## src/rtl/fusion_seq_pkg.sv

```systemverilog
// Shared types and constants for the fusion unit operand sequencer.
// The optional FUSION_SEQ_SAT_EN macro is consumed by fusion_seq_acc.
package fusion_seq_pkg;
    typedef enum logic [1:0] {IDLE, LOAD, DRAIN, DONE} state_t;

    localparam logic [2:0] W4        = 3'b100;
    localparam logic [2:0] W2        = 3'b010;
    localparam int         LEN_W_DEF = 8;
    localparam int         ACC_W_DEF = 20;
endpackage

```

## src/rtl/fusion_seq_acc.sv

```systemverilog
// Accumulator for fusion unit partial sums: extend, add, register.
// FUSION_SEQ_SAT_EN selects clamping with a sticky overflow flag; otherwise it wraps.
module fusion_seq_acc
    import fusion_seq_pkg::*;
#(
    parameter int ACC_W = ACC_W_DEF
) (
    input  logic             clk,
    input  logic             rst_n,
    input  logic             i_clr,
    input  logic             i_en,
    input  logic             i_signed,
    input  logic [7:0]       i_psum,
    output logic [ACC_W-1:0] o_acc,
    output logic             o_ovf
);
    logic [ACC_W-1:0] r_acc;
    logic [ACC_W-1:0] w_ext;

    assign w_ext = i_signed ? {{(ACC_W-8){i_psum[7]}}, i_psum}
                            : {{(ACC_W-8){1'b0}}, i_psum};
    assign o_acc = r_acc;

`ifdef FUSION_SEQ_SAT_EN
    logic             r_ovf;
    logic [ACC_W:0]   w_sum;
    logic [ACC_W-1:0] w_next;
    logic             w_clamp;

    // One guard bit: signed overflow shows as guard != MSB, unsigned as a carry.
    always_comb begin
        w_sum   = '0;
        w_next  = '0;
        w_clamp = 1'b0;
        if (i_signed) begin
            w_sum   = {r_acc[ACC_W-1], r_acc} + {w_ext[ACC_W-1], w_ext};
            w_clamp = w_sum[ACC_W] ^ w_sum[ACC_W-1];
            w_next  = w_clamp ? {w_sum[ACC_W], {(ACC_W-1){~w_sum[ACC_W]}}}
                              : w_sum[ACC_W-1:0];
        end else begin
            w_sum   = {1'b0, r_acc} + {1'b0, w_ext};
            w_clamp = w_sum[ACC_W];
            w_next  = w_clamp ? {ACC_W{1'b1}} : w_sum[ACC_W-1:0];
        end
    end

    always_ff @(posedge clk or negedge rst_n) begin
        if (!rst_n) begin
            r_acc <= '0;
            r_ovf <= 1'b0;
        end else if (i_clr) begin
            r_acc <= '0;
            r_ovf <= 1'b0;
        end else if (i_en) begin
            r_acc <= w_next;
            r_ovf <= r_ovf | w_clamp;
        end
    end

    assign o_ovf = r_ovf;
`else
    always_ff @(posedge clk or negedge rst_n) begin
        if (!rst_n)
            r_acc <= '0;
        else if (i_clr)
            r_acc <= '0;
        else if (i_en)
            r_acc <= r_acc + w_ext;
    end

    assign o_ovf = 1'b0;
`endif
endmodule

```

## src/rtl/fusion_seq_ctrl.sv

```systemverilog
// Sequencer feeding one fusion_unit an operand stream and summing its psums.
// Build with FUSION_SEQ_SAT_EN for a saturating accumulator and sticky res_ovf.
module fusion_seq_ctrl
    import fusion_seq_pkg::*;
#(
    parameter int LEN_W = LEN_W_DEF,
    parameter int ACC_W = ACC_W_DEF
) (
    input  logic             clk,
    input  logic             rst_n,
    input  logic             cfg_valid,
    output logic             cfg_ready,
    input  logic [LEN_W-1:0] cfg_len,
    input  logic [2:0]       cfg_in_width,
    input  logic [2:0]       cfg_weight_width,
    input  logic             cfg_s_in,
    input  logic             cfg_s_weight,
    input  logic             op_valid,
    output logic             op_ready,
    input  logic [3:0]       op_in,
    input  logic [3:0]       op_weight,
    output logic [3:0]       fu_in,
    output logic [3:0]       fu_weight,
    output logic [2:0]       fu_in_width,
    output logic [2:0]       fu_weight_width,
    output logic             fu_s_in,
    output logic             fu_s_weight,
    input  logic [7:0]       fu_psum,
    output logic             res_valid,
    input  logic             res_ready,
    output logic [ACC_W-1:0] res_acc,
    output logic             res_ovf
);
    state_t           r_state;
    logic [LEN_W-1:0] r_count;
    logic             r_stage_valid;
    logic             r_cfg_ready, r_op_ready, r_res_valid;
    logic [3:0]       r_fu_in, r_fu_weight;
    logic [2:0]       r_fu_in_width, r_fu_weight_width;
    logic             r_fu_s_in, r_fu_s_weight;
    logic             w_cfg_hs, w_op_hs;

    assign w_cfg_hs = cfg_valid & r_cfg_ready;
    assign w_op_hs  = op_valid & r_op_ready;

    always_ff @(posedge clk or negedge rst_n) begin
        if (!rst_n) begin
            r_state           <= IDLE;
            r_count           <= '0;
            r_stage_valid     <= 1'b0;
            r_cfg_ready       <= 1'b1;
            r_op_ready        <= 1'b0;
            r_res_valid       <= 1'b0;
            r_fu_in           <= '0;
            r_fu_weight       <= '0;
            r_fu_in_width     <= W4;
            r_fu_weight_width <= W4;
            r_fu_s_in         <= 1'b0;
            r_fu_s_weight     <= 1'b0;
        end else begin
            r_stage_valid <= 1'b0;
            unique case (r_state)
                IDLE: if (w_cfg_hs) begin
                    r_fu_in_width     <= cfg_in_width;
                    r_fu_weight_width <= cfg_weight_width;
                    r_fu_s_in         <= cfg_s_in;
                    r_fu_s_weight     <= cfg_s_weight;
                    r_count           <= cfg_len;
                    r_cfg_ready       <= 1'b0;
                    if (cfg_len == '0) begin
                        r_state     <= DONE;
                        r_res_valid <= 1'b1;
                    end else begin
                        r_state    <= LOAD;
                        r_op_ready <= 1'b1;
                    end
                end
                LOAD: if (w_op_hs) begin
                    r_fu_in       <= op_in;
                    r_fu_weight   <= op_weight;
                    r_stage_valid <= 1'b1;
                    r_count       <= r_count - LEN_W'(1);
                    if (r_count == LEN_W'(1)) begin
                        r_state    <= DRAIN;
                        r_op_ready <= 1'b0;
                    end
                end
                // Last psum lands in the accumulator on this edge.
                DRAIN: begin
                    r_state     <= DONE;
                    r_res_valid <= 1'b1;
                end
                DONE: if (res_ready) begin
                    r_state     <= IDLE;
                    r_res_valid <= 1'b0;
                    r_cfg_ready <= 1'b1;
                end
                default: r_state <= IDLE;
            endcase
        end
    end

    fusion_seq_acc #(.ACC_W(ACC_W)) u_acc (
        .clk      (clk),
        .rst_n    (rst_n),
        .i_clr    (w_cfg_hs),
        .i_en     (r_stage_valid),
        .i_signed (r_fu_s_in | r_fu_s_weight),
        .i_psum   (fu_psum),
        .o_acc    (res_acc),
        .o_ovf    (res_ovf)
    );

    assign cfg_ready       = r_cfg_ready;
    assign op_ready        = r_op_ready;
    assign res_valid       = r_res_valid;
    assign fu_in           = r_fu_in;
    assign fu_weight       = r_fu_weight;
    assign fu_in_width     = r_fu_in_width;
    assign fu_weight_width = r_fu_weight_width;
    assign fu_s_in         = r_fu_s_in;
    assign fu_s_weight     = r_fu_s_weight;
endmodule

```

## config.mk

```make
export PLATFORM = sky130hd
export DESIGN_NAME = fusion_seq_ctrl
export DESIGN_NICKNAME = d
export VERILOG_FILES = /design/src/rtl/fusion_seq_pkg.sv /design/src/rtl/fusion_seq_acc.sv /design/src/rtl/fusion_seq_ctrl.sv
export SDC_FILE = /design/constraint.sdc
export NUM_CORES = 1
export LEC_CHECK = 0
export CAP_MARGIN = 5
export CORE_MARGIN = 3
export CORE_UTILIZATION = 31
export CTS_CLUSTER_DIAMETER = 150
export DETAILED_ROUTE_END_ITERATION = 8
export PLACE_DENSITY = 0.55
export SETUP_SLACK_MARGIN = 0.4
export SLEW_MARGIN = 20
export SYNTH_ARGS = -nofsm -noshare
export SYNTH_HDL_FRONTEND = slang
export SYNTH_SLANG_ARGS = --single-unit
```

## constraint.sdc

```tcl
create_clock -name clk -period 3.2 [get_ports clk]
set_input_delay 0.96 -clock clk [delete_from_list [all_inputs] [get_ports clk]]
set_output_delay 0.96 -clock clk [all_outputs]
set_load 0.01 [all_outputs]
```

==> impl_metrics.toml <==
[floorplanning]
ios = 77
chipWidth_um = 108.3
die-area_mm2 = 0.01173
core_mm2 = 0.009955
die_h_um = 108.3
rows = 36
start_util_pct = 32.60

[global_routing]
grt_pass1_vias = 3075
grt_max_degree = 51
grt-ovfl-total = 0
grt_most_used_layer = "met2"
gr-usage-met2_pct = 26.33
use_met1_pct = 21.66
grt_pass1_wl_mm = 14.89
grt_use_met3_pct = 2.746
track_usage_pct = 15.87
grt_antenna_before_repair = 0

[cts]
htreeDepth = 2
clk_pin_slew_ns = 0.10
cts_tree = "built"
cts_made_buffers = 5
clock-sinks = 50
cts_root_buf = "clkbuf_8"
cts_buffer_depth = 2
insertion_delay_ns = 0.31

[job]
drv_cap = 0

[critical_path]
r2r-start = "fu_s_in"
crit_type = "in2reg"
reg2reg_depth = 10
r2r-end = "u_acc.o_acc[13]"
cp-start-kind = "input port"
cp_max_fo = 5
slowest_delay_ns = 0.33
arrival_ns = 3.03
crit_slowest_cell = "or3_1"
cp_cell_sequence = "buf_8, o21ai_4, clkinvlp_4, buf_4, ha_4, nand2_1, a21oi_1, a21boi_4, or3_1, and4b_1, nor3_2"
critPathCaptureType = "flop"
worstPathRequired_ns = 3.44
reg2reg_slack_ns = 0.52
crit_buf_inv = 3
worst_path_dominant_cell_family = "simple AND/OR/NAND/NOR gates"

[yosys]
yosys.area_share.simple_pct = 14.30
synth_xor_area_share_pct = 2.968
ys_ff_latch = 50
synth_flop_cell = "dfrtp_1"
synth_area_leader_cell = "dfrtp_1"
synth.area.mux_share_pct = 9.252
synth_cells = 340
synth.avg_cell_area_um2 = 9.546
yosysSeqAreaShare_pct = 38.67
synth.most_common_cell = "dfrtp_1"
async_flop_share_pct = 100.0
synth.net_count = 404
synth_warnings = 0
ys_top_cells_by_area = "dfrtp_1 36%, ha_1 10%, mux2_2 5.6%, a21oi_1 4.3%, o21ai_0 4.0%"
synth_top_family_by_area = "compound AO/OA/AOI/OAI gates"
synth_edf_count = 0
synth_compound_area_share_pct = 21.01
synthAdderAreaFrac_pct = 10.64
synth.top_cell.area_share_pct = 36.24
synth_cell_types = 53
synthTopCellsByCount = "47 x dfrtp_1, 31 x nand2_1, 28 x a21oi_1"
syn_area_mm2 = 0.003246

[min_path]
whs_path_depth = 1
hold_start = "fu_in[3]"
hold_class = "reg2reg"
min_to = "fu_in[3]"

[final_layout]
nets = 534
stdcell_count = 604
nFillCells = 943
drive_above_1_share_pct = 26.33
area_delta_synth_final_pct = 52.81
antenna_cells = 0

[timing]
setup_viol = 0
maxSlewViolCount = 0
hold_violations = 0
grt_setup_unrepaired = "yes"
max_slew.worst_pin.slew_ns = 0.6583
maxSlewHeadroom_pct = 56.11
setup_tns_ns = 0
skew_ns = 0.01123
period_needed_ns = 2.792
fmax_mhz = 358.1
fin_crit_sh_pct = 87.26

[route]
vias = 3016
wl_mm = 9.159
drt_iter0_drc = 72
viasPerCell = 4.993
first_pass_iters = 4
drc = 0
ant_nets = 0
wl_per_cell_um = 15.16

[placement]
port_buffers = 75
dp_hpwl_mm = 6.539
dp_cells = 581
place_congestion = 0.8472

[power]
p_leak_nw = 2.152
max-vdd-ir-drop_uv = 142.6
powerDensity_mw_per_mm2 = 240.9

[status]
status = "finished, final reports clean"
-- metrics by stage --
| step | util [%] | area (um2) | total power (W) | setup WS, ns | hold WS (ns) |
|---|---|---|---|---|---|
| CTS | 47.71 | 4750 | 0.001213 | 0.3246 | 0.5184 |
| finish | 49.82 | 4960 | 0.001195 | 0.4078 | 0.5130 |
| floorplan | - | 3269 | 0.0006651 | 0.4120 | 0.5001 |
| global placement | 44.90 | 4469 | 0.0007365 | -0.1569 | 0.4884 |
| detailed placement | 44.90 | 4469 | 0.0007369 | -0.2728 | 0.4938 |
| global route | 49.82 | 4960 | 0.001255 | 0.2955 | 0.5262 |
-- cell type report --
class	count	area, um2	share of cell area [%]
Timing Repair inverter	1	7.507	0.1514
Clock inverter	2	37.54	0.7568
Clock buffer	6	72.57	1.463
Sequential cell	50	1255	25.30
Timing Repair Buffer	135	1214	24.47
Tap cell	133	166.4	3.355
Multi-Input combinational cell	266	2163	43.62
Inverter	11	43.79	0.8829
-- layer usage --
layer  vias up  wire, um
met3         5       529
met1      1430      4162
met5         -         0
li1       1509         -
met2        72      4401
met4         0        66
-- sequential cells by signal, summed over array words and instances, names as in the netlist --
register and count:
u_acc.o_acc 20, r_count 8, fu_in 4, fu_weight 4, fu_in_width 3, fu_weight_width 3
r_state 2, cfg_ready 1, fu_s_in 1, fu_s_weight 1, op_ready 1, r_stage_valid 1
res_valid 1
-- worst max-delay path by stage --
| stage | from | to | slack [ns] | cells after the start |
|---|---|---|---|---|
| floorplan | fu_psum[0] | u_acc.o_acc[14] | 0.41 | 8 |
| global placement | fu_psum[7] | u_acc.o_acc[19] | -0.16 | 10 |
| detailed placement | fu_psum[7] | u_acc.o_acc[19] | -0.27 | 10 |
| CTS | fu_psum[7] | u_acc.o_acc[19] | 0.32 | 10 |
| global route | fu_psum[7] | u_acc.o_acc[19] | 0.30 | 11 |
| finish | fu_psum[7] | u_acc.o_acc[13] | 0.41 | 11 |
-- where the power goes --
part | switching, W | internal [W]
Combinational | 0.0000417 | 0.0000615
Sequential | 0 | 0.000632
Clock | 0.000226 | 0.000234
-- placed cells by master (no fill, tap or decap), drive strengths merged, types with 2 or more instances in the layout --
master	n
a21boi	4
o21ai	28
clkdlybuf4s50	68
nand2	31
o22ai	8
clkinvlp	2
dlymetal6s2s	4
nand4	3
o221a	2
mux2	16
nand3	9
xnor2	9
nor3b	4
nor4	2
a21oi	28
a21o	11
and3	4
dfrtp	47
nor2	21
nor3	7
buf	62
mux2i	12
and2	2
ha	26
inv	11
o31a	3
a221oi	3
clkbuf	6
xor2	2
o21a	2
a211oi	7
nor2b	3
dfstp	3
o211ai	4
-- cell families (layout without fill, tap and decap cells) --
| kind of cell | count (synthesis) | in the layout |
|---|---|---|
| AO/OA/AOI/OAI | 105 | 105 |
| XOR/XNOR | 11 | 11 |
| adder cells (fa/ha/maj) | 27 | 27 |
| buffers and inverters | 24 | 155 |
| flip-flops | 50 | 50 |
| multiplexers | 28 | 28 |
| other | 1 | 1 |
| AND/OR/NAND/NOR | 94 | 94 |
-- what timing repair did --
| action | CTS | global route |
|---|---|---|
| pin swaps | 11 | 23 |
| setup endpoints to repair | 11 | 13 |
| gates resized for setup | 17 | 29 |
| cloned | 1 | 0 |
| hold buffers | 0 | 0 |
| setup buffers | 6 | 8 |
Power figures use the tool's default switching activity.
